$ cat config.mk
export PLATFORM = sky130hd
export DESIGN_NAME = mem_responder
export DESIGN_NICKNAME = d
export VERILOG_FILES = /design/src/rtl/mem_responder.sv
export SDC_FILE = /design/constraint.sdc
export NUM_CORES = 1
export LEC_CHECK = 0
export CAP_MARGIN = 20
export CORE_AREA = 2 2 138 167
export DETAILED_ROUTE_END_ITERATION = 8
export DIE_AREA = 0 0 140 169
export PLACE_DENSITY_LB_ADDON = 0.25
export RECOVER_POWER = 25
export SKIP_CTS_REPAIR_TIMING = 1
export SYNTH_ARGS = -nofsm -noshare
export SYNTH_HDL_FRONTEND = slang
export SYNTH_SLANG_ARGS = --single-unit
$ cat constraint.sdc
create_clock -name CLK -period 2.7 [get_ports CLK]
set_clock_uncertainty 0.1 [all_clocks]
set_input_delay 0.27 -clock CLK [delete_from_list [all_inputs] [get_ports CLK]]
set_output_delay 0.27 -clock CLK [all_outputs]
set_load 0.005 [all_outputs]
$ cat src/rtl/mem_responder.sv
// mem_responder: serves imem/dmem requests on one single-ported RAM, data first.
// Latency: request seen at edge N, RAM enables from N+1, hit the cycle after ACCESS.
// Backpressure: requests held until hit; RAM stalls via BUSY, bounded by TIMEOUT.
//
// Ports:
//   CLK, RST                          clock, synchronous active-high reset
//   imemREN/imemaddr                  instruction read request (held until ihit)
//   dmemREN/dmemWEN/dmemaddr/dmemstore data request (held until dhit)
//   ihit/imemload, dhit/dmemload      one-cycle completion pulses with load data
//   ramREN/ramWEN/ramaddr/ramstore    RAM request, driven only while accessing
//   ramload/ramstate                  RAM response (FREE/BUSY/ACCESS/ERROR)
//   err                               sticky: some access ended by ERROR or timeout
module mem_responder #(
  parameter int          DATA_W   = 32,
  parameter int          ADDR_W   = 32,
  parameter int          TIMEOUT  = 255,
  parameter logic [31:0] ERR_WORD = 32'hBAD1BAD1
) (
  input  logic              CLK,
  input  logic              RST,
  input  logic              imemREN,
  input  logic [ADDR_W-1:0] imemaddr,
  input  logic              dmemREN,
  input  logic              dmemWEN,
  input  logic [ADDR_W-1:0] dmemaddr,
  input  logic [DATA_W-1:0] dmemstore,
  output logic              ihit,
  output logic [DATA_W-1:0] imemload,
  output logic              dhit,
  output logic [DATA_W-1:0] dmemload,
  output logic              ramREN,
  output logic              ramWEN,
  output logic [ADDR_W-1:0] ramaddr,
  output logic [DATA_W-1:0] ramstore,
  input  logic [DATA_W-1:0] ramload,
  input  logic [1:0]        ramstate,
  output logic              err
);

  localparam logic [1:0] RAM_ACCESS = 2'd2;
  localparam logic [1:0] RAM_ERROR  = 2'd3;

  localparam int               CNT_W    = $clog2(TIMEOUT + 1);
  // Completion fires on the TIMEOUT-th cycle spent in an access state.
  localparam logic [CNT_W-1:0] CNT_LAST = CNT_W'(TIMEOUT - 1);
  localparam logic [CNT_W-1:0] CNT_MAX  = CNT_W'(TIMEOUT);
  localparam logic [DATA_W-1:0] ERR_LOAD = DATA_W'(ERR_WORD);

  typedef enum logic [1:0] {
    IDLE = 2'd0,
    DACC = 2'd1,
    IACC = 2'd2,
    RESP = 2'd3
  } state_t;

  state_t              state_q, state_d;
  logic                is_data_q, is_data_d;
  logic                wen_q, wen_d;
  logic [ADDR_W-1:0]   addr_q, addr_d;
  logic [DATA_W-1:0]   store_q, store_d;
  logic [CNT_W-1:0]    cnt_q, cnt_d;
  logic [DATA_W-1:0]   iload_q, iload_d;
  logic [DATA_W-1:0]   dload_q, dload_d;
  logic                err_q, err_d;

  logic                in_acc;
  logic                withdrawn;
  logic                fail;
  logic [DATA_W-1:0]   done_word;

  assign in_acc = (state_q == DACC) || (state_q == IACC);

  // The requester keeps its enable high until the hit; dropping it early
  // abandons the access.
  assign withdrawn = is_data_q ? !(dmemREN || dmemWEN) : !imemREN;

  assign fail      = (ramstate == RAM_ERROR) || (cnt_q == CNT_LAST);
  assign done_word = (ramstate == RAM_ACCESS) ? ramload : ERR_LOAD;

  always_comb begin
    state_d   = state_q;
    is_data_d = is_data_q;
    wen_d     = wen_q;
    addr_d    = addr_q;
    store_d   = store_q;
    cnt_d     = cnt_q;
    iload_d   = iload_q;
    dload_d   = dload_q;
    err_d     = err_q;

    case (state_q)
      IDLE: begin
        cnt_d = '0;
        if (dmemREN || dmemWEN) begin
          state_d   = DACC;
          is_data_d = 1'b1;
          wen_d     = dmemWEN;  // REN+WEN together is a write
          addr_d    = dmemaddr;
          store_d   = dmemstore;
        end else if (imemREN) begin
          state_d   = IACC;
          is_data_d = 1'b0;
          wen_d     = 1'b0;
          addr_d    = imemaddr;
          store_d   = '0;
        end
      end

      DACC, IACC: begin
        if (cnt_q != CNT_MAX) begin
          cnt_d = cnt_q + 1'b1;
        end
        if (withdrawn) begin
          state_d = IDLE;
        end else if ((ramstate == RAM_ACCESS) || fail) begin
          state_d = RESP;
          if (ramstate != RAM_ACCESS) begin
            err_d = 1'b1;
          end
          if (is_data_q) begin
            // A successful write returns zero; an errored one still flags ERR_WORD.
            dload_d = (wen_q && (ramstate == RAM_ACCESS)) ? '0 : done_word;
          end else begin
            iload_d = done_word;
          end
        end
      end

      RESP: begin
        state_d = IDLE;
      end

      default: begin
        state_d = IDLE;
      end
    endcase
  end

  always_ff @(posedge CLK) begin
    if (RST) begin
      state_q   <= IDLE;
      is_data_q <= 1'b0;
      wen_q     <= 1'b0;
      addr_q    <= '0;
      store_q   <= '0;
      cnt_q     <= '0;
      iload_q   <= '0;
      dload_q   <= '0;
      err_q     <= 1'b0;
    end else begin
      state_q   <= state_d;
      is_data_q <= is_data_d;
      wen_q     <= wen_d;
      addr_q    <= addr_d;
      store_q   <= store_d;
      cnt_q     <= cnt_d;
      iload_q   <= iload_d;
      dload_q   <= dload_d;
      err_q     <= err_d;
    end
  end

  assign ramREN   = in_acc && !wen_q;
  assign ramWEN   = in_acc && wen_q;
  assign ramaddr  = in_acc ? addr_q : '0;
  assign ramstore = in_acc ? store_q : '0;

  assign ihit     = (state_q == RESP) && !is_data_q;
  assign dhit     = (state_q == RESP) && is_data_q;
  assign imemload = iload_q;
  assign dmemload = dload_q;
  assign err      = err_q;

endmodule

## After elaboration in Yosys (flattened, before gate mapping)

Cells that the tools add are included.

- Flip-flop bits (word level): 141
- Bits of input ports: 135
- Output and inout bits: 133
- Logic and storage cells: 65

- Add/subtract/negate cells: 1
- Equal/unequal tests: 11
- Muxes and demuxes: 19
- Bitwise gates (word level): 2
- Reductions and logical operators: 23

Operators with widths:

| cell | number |
|---|---|
| 32-bit two-way mux | 8 |
| 8-bit case mux with 2 select lines | 1 |
| 4-bit AND reduction | 3 |
| 8-bit by 1-bit adder with 8-bit output, second input constant | 1 |
| 2-bit equality test, second input constant | 4 |
| 8-bit equality test, second input constant | 1 |
| 2-bit two-way mux | 4 |
| 8-bit two-way mux | 1 |
| 8-bit != test, second input constant | 1 |
| 3-bit != test, second input constant | 2 |
| 2-bit case mux with 3 select lines | 1 |
| 2-bit AND reduction | 3 |
| 1-bit logical AND | 5 |
| 1-bit zero test | 4 |
| 1-bit logical OR | 4 |
| 1-bit two-way mux | 4 |
| 2-bit != test, second input constant | 2 |
| 2-bit nonzero test | 2 |
| 2-bit by 1-bit equality test with 1-bit output, second input constant | 1 |
| 2-bit zero test | 1 |
| 1-bit inverter | 2 |
| 2-bit OR reduction | 1 |

## Depth between registers and ports, before layout

- Depth in word-level cells: 6
- Depth in mapped cells: 8
- Gate-level depth less buffers: 6

## Worst setup path before layout

No wires, ideal clock.

- Path kind: register to register
- From: reg state_q[0]
- To: reg iload_q[13], in the netlist imemload[13]
- Library setup time: 0.119 ns
- Arrival: 1.679 ns
- Data required time: 2.481 ns
- Setup slack: 0.802 ns
- Cell stages (with the launch flop): 8
- Buffers on the path: 1
- Period minus slack after synthesis: 1.898 ns
- Cell sequence: dfxtp_1 > inv_1 > ha_1 > nand2_1 > nor2_2 > nand3_1 > clkbuf_1 > o221a_1

- Word-level cells in the longest chain between the ends: 3
- Elaborated cells on any way between the ends: 4
- Classes of those cells: eq/ne (2); reduce/logical (2)

Ends and longest elaborated chain:

| what | RTL line | text |
|---|---|---|
| start, declared | 56 | `state_t state_q, state_d;` |
| start signal, assigned | 151 | `state_q <= state_d;` |
| 2-bit by 1-bit equality test with 1-bit output / 2-bit equality test (equally long branches) | 91 | `case (state_q)` |
| 2-bit OR reduction * | 91 |  |
| 4-bit AND reduction (no line) * | -- |  |
| end signal, assigned | 157 | `iload_q <= iload_d;` |
| end, declared | 62 | `logic [DATA_W-1:0] iload_q, iload_d;` |

Every way passes the cells marked *; elsewhere a longest branch is shown, timed or not.
A chain may end at the register's enable or synchronous reset.

## Worst setup path after layout

- From: reg state_q[0]
- To: out ramaddr[1]

- Word-level cells in the longest chain between the ends: 3
- Elaborated cells on any way between the ends: 4
- Classes of those cells: eq/ne (2); mux (1); reduce/logical (1)

Ends and longest elaborated chain:

| what | RTL line | text |
|---|---|---|
| 2-bit by 1-bit equality test with 1-bit output / 2-bit equality test (equally long branches) | 71 | `assign in_acc = (state_q == DACC) \|\| (state_q == IACC);` |
| 1-bit logical OR * | 71 |  |
| 32-bit two-way mux * | 165 | `assign ramaddr = in_acc ? addr_q : '0;` |
| end, declared | 33 | `output logic [ADDR_W-1:0] ramaddr,` |

Marks and branches as above.

==> run metrics <==
final setup fails=0; share of power burned in registers=35.7%; aggregate global-route resource usage=17.0%; cell area power density=736 nW/um^2; highest clock rate=389 MHz; die boundary width=140 um; Critical Setup Path Class=reg2out; net switching power=0.00235 W; # Max-Cap Violations=0; pin slew with the least headroom to its limit=0.801 ns; Clk network pwr share=33.4%; switching part of the total=33.1%; endpoints failing hold=0; most instantiated flip-flop cell in the synthesis netlist=sky130_fd_sc_hd__dfxtp_1; outcome=finished, violations left; design internal power=0.00475 W; proportion of layout cells with a drive suffix above 1=7.80%; depth of the worst register-to-register path=6; highest net fanout along the worst path=28; number of distinct library cells after synthesis=44; violation count after the first detailed-routing iteration=330; residual overflow from global routing=0; number of flops mapped to enable cells by yosys=0; final design instance area without fill=9650 um^2; diode insertion count for antenna repair=0; count of clock tree sinks=141; FP Rows=60; clock transition at the registers of the reported paths=0.07 ns; Post-DP Area=9030 um^2; HPWL reported at the end of detailed placement=14100 um; setup repair after global routing missed its margin=no; total of warnings raised by yosys=0; final core utilization=43.6%; first drt pass iteration count=9; normalized max-slew margin=46.6%; number of instances in the synthesized netlist=709; static leakage power=3.70 nW; die height=169 um; Combinational Power Share=30.9%; share of flip-flops with an asynchronous set or reset=0%; Nets=1087; antenna violations before repair=0; number of clock buffers inserted by TritonCTS=17; path class of the lowest-slack min-delay path=in2reg; area of the mapped netlist=6080 um^2; Buffers on Ports=267; RD Place Congestion=0.781; total I/O pin count=268; H-Tree Depth=4; violated checks=DRC; Initial Utilization=27.4%; Syn Area/Cell=8.57 um^2; core box area=22100 um^2; number of vias per cell=4.94; growth of design area from synthesis to finish=58.7%; commonest non-fill, non-tap cell in the layout=sky130_fd_sc_hd__clkdlybuf4s50_1; maximum clock path buffer count=2; via count of the first global-routing pass=5690; Die ar.=23700 um^2; worst endpoint required time=2.33 ns; wire length after detailed routing=20500 um; first-pass GRT wire length=32100 um; top library cells by usage in the layout, fill and taps aside=sky130_fd_sc_hd__clkdlybuf4s50_1 (207), sky130_fd_sc_hd__dfxtp_1 (141), sky130_fd_sc_hd__nor2_1 (71); CP Launch Type=flip-flop; register area share after synthesis=46.4%; clock insertion delay at the later pin of the skew report=0.42 ns; flops & latches, synth=141; DRC=17; TritonCTS clock tree=done; clock period minus worst slack=2.57 ns; Max Slew Vio Count=0; DR WL/cell=16.5 um; Period Utilization, post-route=95.3%; maximum resistive drop on vdd=0.000474 V; signal arrival time at the worst endpoint=2.20 ns; vias=6129; net count after synthesis=848; Routed Antenna Nets=0; Hold Path Depth=2; CP Capture Type=primary output; CTS Root Cell=sky130_fd_sc_hd__clkbuf_16; maximum number of pins on one net before global-route repair=58
## power by group through the flow
stage               registers, W  clock network, W  logic [W]
global placement         0.00259                 0    0.00220
floorplan                0.00254                 0    0.00114
finish                   0.00254           0.00237    0.00219
global route             0.00258           0.00255    0.00240
CTS                      0.00254           0.00245    0.00222
detailed placement       0.00259                 0    0.00221
## stage by stage
step / TNS [ns] / setup WS, ns / hold WS, ns / power [W] / std cells
final: 0 / 0.127 / 0.200 / 0.00710 / 1240
after global routing: 0 / 0.0333 / 0.210 / 0.00753 / 1240
after global placement: 0 / 0.416 / 0.358 / 0.00479 / 1208
after floorplan: 0 / 0.802 / 0.324 / 0.00368 / 709
after detailed placement: 0 / 0.385 / 0.367 / 0.00480 / 1208
after CTS: -0.476 / -0.0866 / 0.184 / 0.00722 / 1240
## Yosys cell counts (all sizes together) (4+ instances only)
| master | instances | area share, % |
|---|---|---|
| o221a | 18 | 3.3 |
| nand4 | 29 | 3.0 |
| and4 | 4 | 0.60 |
| a211oi | 19 | 2.3 |
| and3 | 4 | 0.41 |
| a21oi | 54 | 4.4 |
| nand2b | 21 | 2.2 |
| nand2 | 67 | 4.1 |
| clkbuf | 46 | 2.8 |
| dfxtp | 141 | 46 |
| inv | 7 | 0.43 |
| buf | 23 | 1.8 |
| nand3 | 5 | 0.41 |
| nor2 | 75 | 4.8 |
| a311oi | 33 | 4.8 |
| a22oi | 33 | 4.1 |
| o21ai | 33 | 2.7 |
| ha | 4 | 0.82 |
| and2 | 67 | 6.9 |
## cells by family (layout without fill, tap and decap cells)
family / after synthesis / after routing / share of synthesized area (%)
compound gates: 202 / 202 / 23.6
simple gates: 286 / 286 / 24.0
flops: 141 / 141 / 46.4
fa+ha+maj: 4 / 4 / 0.823
buf+inv: 76 / 328 / 5.11
## critical path: stages, from the launching register on
cell,delay (ns)
sky130_fd_sc_hd__dfxtp_1,0.36
sky130_fd_sc_hd__inv_1,0.09
sky130_fd_sc_hd__ha_4,0.42
sky130_fd_sc_hd__buf_12,0.20
sky130_fd_sc_hd__and2_1,0.18
sky130_fd_sc_hd__clkdlybuf4s50_1,0.52
## worst paths after layout
| kind | start | slack [ns] | to |
|---|---|---|---|
| min reg2reg | imemload[8] | 0.37 | imemload[8] |
| max reg2reg | state_q[0] | 0.60 | imemload[7] |
| max | state_q[0] | 0.13 | ramaddr[1] |
| min | RST | 0.20 | addr_q[18] |
## state kept, by name, summed over array words and instances, names as in the netlist
signal,count
addr_q,32
dmemload,32
imemload,32
store_q,32
cnt_q,8
state_q,2
err,1
is_data_q,1
wen_q,1
## routing by layer
| metal | track usage, % | share of wire (%) |
|---|---|---|
| met4 | 4.35 | 1.3 |
| met2 | 27.6 | 47 |
| met1 | 22.1 | 45 |
| met5 | 0 | 0 |
| met3 | 4.98 | 7.1 |
## layout make-up
class | instances | area (um^2)
Clock buffer | 17 | 425
Clock inverter | 15 | 189
Fill cell | 2185 | 12500
Inverter | 7 | 26.3
Multi-Input combinational cell | 492 | 2970
Sequential cell | 141 | 2820
Tap cell | 279 | 349
Timing Repair Buffer | 289 | 2870
Note: power is estimated with default switching activity, not from simulation.
